--- config.mk ---
export PLATFORM = sky130hd
export DESIGN_NAME = ram_dump_unit_flat
export DESIGN_NICKNAME = d
export VERILOG_FILES = /design/src/rtl/ram_dump_unit_pkg.sv /design/src/rtl/ram_dump_unit_if.sv /design/src/rtl/ram_dump_unit_dump_addr_gen.sv /design/src/rtl/ram_dump_unit.sv /design/src/flat_wrapper.sv
export SDC_FILE = /design/constraint.sdc
export NUM_CORES = 1
export LEC_CHECK = 0
export BUFFER_PORTS_ARGS = -buffer_cell sky130_fd_sc_hd__buf_4
export CORE_MARGIN = 1.5
export CORE_UTILIZATION = 40
export CTS_CLUSTER_SIZE = 25
export DETAILED_ROUTE_END_ITERATION = 10
export GPL_TIMING_DRIVEN = 0
export PLACE_DENSITY = 0.66
export SLEW_MARGIN = 15
export SYNTH_ARGS = -nofsm -noshare
export SYNTH_HDL_FRONTEND = slang
export SYNTH_SLANG_ARGS = --single-unit
--- constraint.sdc ---
create_clock -name clk -period 4.1 [get_ports clk]
set_input_delay 0.41 -clock clk [delete_from_list [all_inputs] [get_ports clk]]
set_output_delay 0.41 -clock clk [all_outputs]
set_load 0.01 [all_outputs]
--- src/rtl/ram_dump_unit_pkg.sv ---
// ram_dump_unit_pkg: shared state encoding and constants for the RAM dump unit.
package ram_dump_unit_pkg;
    typedef enum logic [1:0] {
        IDLE = 2'd0,
        READ = 2'd1,
        SEND = 2'd2,
        DONE = 2'd3
    } state_t;
    localparam int RAM_BYTES = 256;
    localparam int WORD_BYTES = 4;
    localparam int ADDR_W = $clog2(RAM_BYTES);
    localparam logic [ADDR_W-1:0] CHECKSUM_ADDR = 8'hFF;
endpackage

--- src/rtl/ram_dump_unit_if.sv ---
// ram_dump_unit_if: control, RAM-port and output-stream signals of the dump unit.
interface ram_dump_unit_if;
    import ram_dump_unit_pkg::*;
    logic              start;
    logic              cpu_hold;
    logic              busy;
    logic              done;
    logic              mem_E;
    logic              mem_RW;
    logic              mem_Size;
    logic [ADDR_W-1:0] mem_A;
    logic [31:0]       mem_DO;
    logic              out_valid;
    logic              out_ready;
    logic [31:0]       out_data;
    logic [ADDR_W-1:0] out_addr;
    logic              out_last;
    modport master (
        input  start, mem_DO, out_ready,
        output cpu_hold, busy, done, mem_E, mem_RW, mem_Size, mem_A,
               out_valid, out_data, out_addr, out_last
    );
    modport slave (
        output start, mem_DO, out_ready,
        input  cpu_hold, busy, done, mem_E, mem_RW, mem_Size, mem_A,
               out_valid, out_data, out_addr, out_last
    );
endinterface

--- src/rtl/ram_dump_unit_dump_addr_gen.sv ---
// dump_addr_gen: byte address and word counter for the dump walk; the address wraps modulo 256.
module dump_addr_gen
    import ram_dump_unit_pkg::*;
#(
    parameter int WORD_COUNT = 64
) (
    input  logic              clk,
    input  logic              R,
    input  logic              load,
    input  logic              step,
    input  logic [ADDR_W-1:0] start_addr,
    output logic [ADDR_W-1:0] addr,
    output logic              is_last
);
    localparam int CW = $clog2(WORD_COUNT + 1);
    logic [CW-1:0] cnt;
    always_ff @(posedge clk) begin
        if (!R) begin
            addr <= '0;
            cnt  <= '0;
        end else if (load) begin
            addr <= start_addr;
            cnt  <= '0;
        end else if (step) begin
            addr <= addr + ADDR_W'(WORD_BYTES);
            cnt  <= cnt + CW'(1);
        end
    end
    assign is_last = cnt == CW'(WORD_COUNT - 1);
endmodule

--- src/rtl/ram_dump_unit.sv ---
// ram_dump_unit: holds the CPU and streams data-RAM words with their addresses over valid/ready.
// Define DUMP_CHECKSUM_EN to append a 32-bit wrap-around sum beat at address 8'hFF.
module ram_dump_unit
    import ram_dump_unit_pkg::*;
#(
    parameter logic [7:0] START_ADDR = 8'h00,
    parameter int WORD_COUNT = 64
) (
    input logic clk,
    input logic R,
    ram_dump_unit_if.master bus
);
`ifdef DUMP_CHECKSUM_EN
    localparam bit CKS_EN = 1'b1;
`else
    localparam bit CKS_EN = 1'b0;
`endif
    state_t state;
    logic [ADDR_W-1:0] addr;
    logic is_last;
    logic load;
    logic step;
    logic fire;
    logic final_beat;
    assign fire = bus.out_valid & bus.out_ready;
    assign load = state == IDLE && bus.start;
    assign bus.mem_RW = 1'b0;
    assign bus.mem_Size = 1'b1;
`ifdef DUMP_CHECKSUM_EN
    logic [31:0] sum;
    logic sum_beat;
    assign final_beat = sum_beat;
    assign step = state == SEND && fire && !sum_beat;
`else
    assign final_beat = is_last;
    assign step = state == SEND && fire;
`endif
    dump_addr_gen #(.WORD_COUNT(WORD_COUNT)) u_addr_gen (
        .clk       (clk),
        .R         (R),
        .load      (load),
        .step      (step),
        .start_addr(START_ADDR),
        .addr      (addr),
        .is_last   (is_last)
    );
    always_ff @(posedge clk) begin
        if (!R) begin
            state         <= IDLE;
            bus.cpu_hold  <= 1'b0;
            bus.busy      <= 1'b0;
            bus.done      <= 1'b0;
            bus.mem_E     <= 1'b0;
            bus.mem_A     <= '0;
            bus.out_valid <= 1'b0;
            bus.out_data  <= '0;
            bus.out_addr  <= '0;
            bus.out_last  <= 1'b0;
`ifdef DUMP_CHECKSUM_EN
            sum           <= '0;
            sum_beat      <= 1'b0;
`endif
        end else begin
            bus.done <= 1'b0;
            case (state)
                IDLE: if (bus.start) begin
                    state        <= READ;
                    bus.cpu_hold <= 1'b1;
                    bus.busy     <= 1'b1;
                    bus.mem_E    <= 1'b1;
                    bus.mem_A    <= START_ADDR;
`ifdef DUMP_CHECKSUM_EN
                    sum          <= '0;
                    sum_beat     <= 1'b0;
`endif
                end
                READ: begin
                    state         <= SEND;
                    bus.mem_E     <= 1'b0;
                    bus.out_valid <= 1'b1;
                    bus.out_data  <= bus.mem_DO;
                    bus.out_addr  <= addr;
                    bus.out_last  <= is_last & ~CKS_EN;
                end
                SEND: if (fire) begin
                    bus.out_valid <= 1'b0;
                    bus.out_last  <= 1'b0;
`ifdef DUMP_CHECKSUM_EN
                    if (!sum_beat) sum <= sum + bus.out_data;
`endif
                    if (final_beat) begin
                        state    <= DONE;
                        bus.done <= 1'b1;
`ifdef DUMP_CHECKSUM_EN
                        sum_beat <= 1'b0;
                    end else if (is_last) begin
                        // checksum beat follows the last data word directly, without a READ cycle
                        bus.out_valid <= 1'b1;
                        bus.out_data  <= sum + bus.out_data;
                        bus.out_addr  <= CHECKSUM_ADDR;
                        bus.out_last  <= 1'b1;
                        sum_beat      <= 1'b1;
`endif
                    end else begin
                        state     <= READ;
                        bus.mem_E <= 1'b1;
                        bus.mem_A <= addr + ADDR_W'(WORD_BYTES);
                    end
                end
                DONE: begin
                    state        <= IDLE;
                    bus.cpu_hold <= 1'b0;
                    bus.busy     <= 1'b0;
                end
            endcase
        end
    end
endmodule

--- src/flat_wrapper.sv ---
// flat-port wrapper written by rule: the top's interface ports become plain ports
module ram_dump_unit_flat import ram_dump_unit_pkg::*;
#(
    parameter logic [7:0] START_ADDR = 8'h00,
    parameter int WORD_COUNT = 64
)
  (clk, R, bus_start, bus_mem_DO, bus_out_ready, bus_cpu_hold, bus_busy, bus_done, bus_mem_E, bus_mem_RW, bus_mem_Size, bus_mem_A, bus_out_valid, bus_out_data, bus_out_addr, bus_out_last);
  ram_dump_unit_if bus_i ();
  input logic clk;
  input logic R;
  input wire logic [$bits(bus_i.start)-1:0] bus_start;
  input wire logic [$bits(bus_i.mem_DO)-1:0] bus_mem_DO;
  input wire logic [$bits(bus_i.out_ready)-1:0] bus_out_ready;
  output wire logic [$bits(bus_i.cpu_hold)-1:0] bus_cpu_hold;
  output wire logic [$bits(bus_i.busy)-1:0] bus_busy;
  output wire logic [$bits(bus_i.done)-1:0] bus_done;
  output wire logic [$bits(bus_i.mem_E)-1:0] bus_mem_E;
  output wire logic [$bits(bus_i.mem_RW)-1:0] bus_mem_RW;
  output wire logic [$bits(bus_i.mem_Size)-1:0] bus_mem_Size;
  output wire logic [$bits(bus_i.mem_A)-1:0] bus_mem_A;
  output wire logic [$bits(bus_i.out_valid)-1:0] bus_out_valid;
  output wire logic [$bits(bus_i.out_data)-1:0] bus_out_data;
  output wire logic [$bits(bus_i.out_addr)-1:0] bus_out_addr;
  output wire logic [$bits(bus_i.out_last)-1:0] bus_out_last;
  assign bus_i.start = bus_start;
  assign bus_i.mem_DO = bus_mem_DO;
  assign bus_i.out_ready = bus_out_ready;
  assign bus_cpu_hold = bus_i.cpu_hold;
  assign bus_busy = bus_i.busy;
  assign bus_done = bus_i.done;
  assign bus_mem_E = bus_i.mem_E;
  assign bus_mem_RW = bus_i.mem_RW;
  assign bus_mem_Size = bus_i.mem_Size;
  assign bus_mem_A = bus_i.mem_A;
  assign bus_out_valid = bus_i.out_valid;
  assign bus_out_data = bus_i.out_data;
  assign bus_out_addr = bus_i.out_addr;
  assign bus_out_last = bus_i.out_last;
  ram_dump_unit #(.START_ADDR(START_ADDR), .WORD_COUNT(WORD_COUNT)) u_core (.clk(clk), .R(R), .bus(bus_i));
endmodule
; ---- Word-level counts from Yosys, hierarchy flattened
; Cells that the tools add are included.
[totals]
out_inout_bits = 56
reg_bits = 70
word_cells = 53
inputBits = 36
[op_classes]
bitwise_logic = 2
add_sub_neg = 2
eq_ne = 7
n_reduce_logical = 14
n_mux = 17
[ops]
columns = cell, n
row1 = $mux W8, 3
row2 = $pmux W8 S2, 1
row3 = $add A8 B3 Y8 const B, 1
row4 = $pmux W2 S4, 1
row5 = $reduce_and A4 Y1, 2
row6 = $add A7 B1 Y7 const B, 1
row7 = $eq A7 B6 Y1 const B, 1
row8 = $mux W2, 3
row9 = $pmux W1 S2, 3
row10 = $reduce_and A2 Y1, 3
row11 = $reduce_bool A2 Y1, 3
row12 = $mux W1, 5
row13 = $eq A2 B2 Y1 const B, 2
row14 = $ne A2 B2 Y1 const B, 2
row15 = $pmux W1 S3, 1
row16 = $reduce_and A3 Y1, 1
row17 = $reduce_bool A3 Y1, 1
row18 = $eq A2 B1 Y1 const B, 1
row19 = $logic_and A1 B1 Y1, 2
row20 = $logic_not A2 Y1, 1
row21 = $ne A2 B1 Y1 const B, 1
row22 = $reduce_or A2 Y1, 1
row23 = $and A1 B1 Y1, 1
row24 = $not A1 Y1, 1

; ---- Logic depth before layout (Yosys ltp)
[depth]
word_depth = 4
depth_mapped = 7

; ---- Modules after synthesis
; Synthesis repeated with hierarchy kept, for this count alone.
[unflattened]
cells_unflattened = 332
hier_area_um2 = 2864.0
[by_module_without_submodules]
columns = mod, cells_per_inst, area_per_inst_um2, seq_area_each_um2, n_inst
row1 = ram_dump_unit, 260, 2183.3, 1101.1, 1
row2 = dump_addr_gen, 72, 680.7, 300.3, 1

; ---- Worst setup path after synthesis
; OpenSTA, ideal clock, no wires.
[synth_path]
path_type = reg-to-reg
start = register u_core.u_addr_gen.cnt[0]
end = register u_core.bus.mem_A[2]
setup_ps = 124
n_path_buf = 0
t_required_ps = 3976
stages_incl_launch_ff = 6
path_slack_ps = 2763
arrival_time_ps = 1213
period_less_slack_ps = 1337
cell_sequence = dfxtp_1 > ha_1 > and4_1 > a211o_1 > nand3_1 > o21ai_0
[synth_via]
elab_chain_cells = 3
[synth_lines]
columns = element, line
row1 = "start, declared", ram_dump_unit_dump_addr_gen.sv:16  ; logic [CW-1:0] cnt;
row2 = "start signal, assigned", ram_dump_unit_dump_addr_gen.sv:26  ; cnt <= cnt + CW'(1);
row3 = $eq A7 B6 Y1, ram_dump_unit_dump_addr_gen.sv:29  ; assign is_last = cnt == CW'(WORD_COUNT - 1);
row4 = $ne A2 B2 Y1 (no source line), -
row5 = $reduce_and A4 Y1 (no source line), -
row6 = "end signal, assigned", ram_dump_unit.sv:107  ; bus.mem_A <= addr + ADDR_W'(WORD_BYTES);
row7 = "end, declared", ram_dump_unit_if.sv:20  ; output cpu_hold, busy, done, mem_E, mem_RW, mem_Size, mem_A,
; Every way passes these cells.
; A chain may end at the register's enable or synchronous reset.

; ---- Worst setup path after layout
[layout_path]
start = register u_core.u_addr_gen.cnt[0]
end = register u_core.state[1]
[layout_via]
elab_chain_cells = 4
[layout_lines]
columns = element, line
row1 = $eq A7 B6 Y1, ram_dump_unit_dump_addr_gen.sv:29
row2 = $mux W2, ram_dump_unit.sv:91  ; if (final_beat) begin
row3 = $mux W2, ram_dump_unit.sv:85  ; SEND: if (fire) begin
row4 = $pmux W2 S4, ram_dump_unit.sv:65  ; case (state)
row5 = "end signal, assigned", ram_dump_unit.sv:67  ; state <= READ;
row6 = "end signal, assigned", ram_dump_unit.sv:78  ; state <= SEND;
row7 = "end signal, assigned", ram_dump_unit.sv:92  ; state <= DONE;
row8 = "end, declared", ram_dump_unit.sv:18  ; state_t state;
; Every way passes these cells. The select of a mux whose other input is x is not followed.

==> out/qor.yml <==
row_count: 29
overflow: 0
layout-drive-gt1-share_pct: 29.9
met3_usage_pct: 4.45
first_pass_iters: 4
hold_class: "input port to register"
core_area_mm2: 0.00631
synth_enable_flop_cells: 0
yosys_warnings: 0
crit_required_ns: 4.38
critPathKind: "register to register"
crit_path_start_kind: "register"
end_kind: "register"
cp.arrival_ns: 1.77
drt_iter0_drc: 75
crit_fanout: 4
die_x_um: 83.5
ys_ff_latch: 64
synth_ff_type: "dfxtp_1"
num_vias: 2248
hold_violations: 0
ir_worst_vdd_v: 0.000262
cts_resized: 0
total_power_mw: 1.40
antenna_found_initial: 0
synth_top_area_share_pct: 49.4
syn_area_mm2: 0.00259
ant_nets: 0
synth_area_leader_cell: "dfxtp_1"
io_pins: 92
clock.fmax_ghz: 0.669
ff2ff_path_depth: 5
ff_latch_area_mm2: 0.00128
vias_per_cell: 4.69
place.gp.congestion: 0.766
grt_pass1_wl_um: 9960
p_leak_nw: 1.50
status: "finished clean"
async_reset_ff_share_pct: 0
period_needed_ns: 1.49
gr-usage-met2_pct: 27.9
routedWlPerCell_um: 12.3
n_antenna_cell: 0
layout.nets: 436
hold_path_depth: 3
rsz0062_at_grt: "false"
synth_area_leaders: "dfxtp_1, nand2_1, a21boi_0"
detail_route.drc_violations: 0
port_buffers: 85
syn_area_per_cell_um2: 8.71
r2r_setup_slack_ns: 2.61
grt_pass1_vias: 2125
cts.sinks: 64
routed_wl_um: 5880
timing.final.crit_share_pct: 36.5
worstReg2RegStart: "u_core.u_addr_gen.cnt[0]$_SDFFE_PP0P_"
cts-hold-fix-buffers: 0
worstMarginPinSlew_ns: 0.543
syn_to_final_growth_pct: 37.4
cap_violations: 0
regToRegEndpoint: "u_core.state[1]$_SDFFE_PN0P_"
die-area_mm2: 0.00698
max-clock-path-buffers: 2
power_density_mw_per_mm2: 393
yosysUniqueCellTypes: 37
setup_violations: 0
post_cts_buffers: 0
use_met1_pct: 22.8
maxSlewViolCount: 0
hold_ws_ns: 0.329
min_to: "u_core.bus.out_data[25]$_SDFFE_PN0P_"
place_hpwl_um: 4310
die_h_um: 83.5
multi_input_area_mm2: 0.00116
clkLatencyLatePin_ns: 0.33
grt_start_max_net_pins: 11
fill_cells: 608
cts_buffers: 9
fin_skew_ns: 0.00618
cts-root-buf: "clkbuf_8"
grt-busiest-layer: "met2"
synthCells: 298
ys_seq_area_share_pct: 49.4
final_util_pct: 56.5
final_common_cell: "buf_4"
grt_util_all_layers_pct: 17.6
hp-start: "bus_mem_DO[25]"
cts_tree: "built"
totalNegativeSetupSlack_ns: 0
slew_headroom_pct: 63.8
layout_common_cells: "buf_4, nand2_1, dfxtp_1"
cts_max_level: 3
start_util_pct: 41.1
clkTransAtPathRegs_ns: 0.07
-- stage by stage --
stage          worst slack, ns  area [µm²]  cells
5_1_grt                   2.40        3560    479
3_5_place_dp              2.62        3340    464
6_report                  2.61        3560    479
4_1_cts                   2.60        3560    479
2_1_floorplan             2.76        2610    302
3_3_place_gp              2.63        3340    464
-- Yosys cell counts, types with 2 or more instances --
| master | number |
|---|---|
| nand2_1 | 84 |
| dfxtp_1 | 64 |
| a21boi_0 | 37 |
| nor2_1 | 14 |
| xor2_1 | 12 |
| clkbuf_1 | 10 |
| buf_4 | 8 |
| nand3_1 | 8 |
| buf_2 | 6 |
| o21a_1 | 5 |
| nand2b_1 | 4 |
| nand4_1 | 4 |
| a21oi_1 | 3 |
| nand2_2 | 3 |
| o21ai_0 | 3 |
| o22ai_1 | 3 |
| xnor2_1 | 3 |
| and3_1 | 2 |
| conb_1 | 2 |
| ha_1 | 2 |
| inv_1 | 2 |
| mux2i_1 | 2 |
| nor2b_1 | 2 |
| o21ai_1 | 2 |
-- flip-flops by register name, summed over array words and instances, names as in the netlist, 2 cells and up --
register and cells:
u_core.bus.mem_A 6, u_core.state 2, u_core.bus.out_data 32, u_core.u_addr_gen.addr 6, u_core.u_addr_gen.cnt 7, u_core.bus.out_addr 6
-- how the worst max path moves through the flow --
stage	startpoint	to	slack, ns	depth (start not counted)
2_1_floorplan	u_core.u_addr_gen.cnt[0]$_SDFFE_PP0P_	u_core.bus.mem_A[2]$_SDFFE_PN0P_	2.76	5
3_3_place_gp	u_core.u_addr_gen.cnt[0]$_SDFFE_PP0P_	u_core.state[1]$_SDFFE_PN0P_	2.63	5
3_5_place_dp	u_core.u_addr_gen.cnt[0]$_SDFFE_PP0P_	u_core.state[1]$_SDFFE_PN0P_	2.62	5
4_1_cts	u_core.u_addr_gen.cnt[0]$_SDFFE_PP0P_	u_core.state[1]$_SDFFE_PN0P_	2.60	5
5_1_grt	u_core.state[0]$_SDFFE_PN0P_	u_core.bus.out_data[13]$_SDFFE_PN0P_	2.40	5
6_report	u_core.u_addr_gen.cnt[0]$_SDFFE_PP0P_	u_core.state[1]$_SDFFE_PN0P_	2.61	5
-- critical path, stage by stage (launching register included) --
cell and delay (ns):
dfxtp_1 0.36, ha_1 0.20, and4_1 0.29, nand2_1 0.15, a311oi_1 0.31, o21a_1 0.13
-- cell type report --
class / count / share of cell area [%]
Buffer: 26 / 4.46
Clock buffer: 12 / 4.35
Clock inverter: 3 / 1.83
Inverter: 2 / 0.211
Multi-Input combinational cell: 210 / 32.6
Sequential cell: 64 / 35.9
Tap cell: 77 / 2.70
Timing Repair Buffer: 85 / 17.9
-- logic make-up (layout without fill, tap and decap cells) --
| group | after synthesis | count (layout) | synth area share, % |
|---|---|---|---|
| xor+xnor | 15 | 15 | 5.06 |
| fa+ha+maj | 2 | 2 | 0.964 |
| simple gates | 128 | 128 | 21.5 |
| other cells | 2 | 6 | 0.289 |
| compound gates | 57 | 57 | 15.7 |
| flops | 64 | 64 | 49.4 |
| buf+inv | 28 | 128 | 6.41 |
| mux | 2 | 2 | 0.771 |
-- report_power, final --
group / leakage, nW / switching [mW] / internal [mW]
sequential: 0.519 / 0.0121 / 0.643
clock: 0.112 / 0.224 / 0.371
combinational: 0.870 / 0.0734 / 0.0770
total: 1.50 / 0.310 / 1.09
-- routing by layer --
metal  part of all wire (%)  vias up
li1                       -     1158
met1                     46     1019
met2                     47       61
met3                    6.2       10
met4                    1.5        0
met5                      0        -
Power figures use the tool's default switching activity.
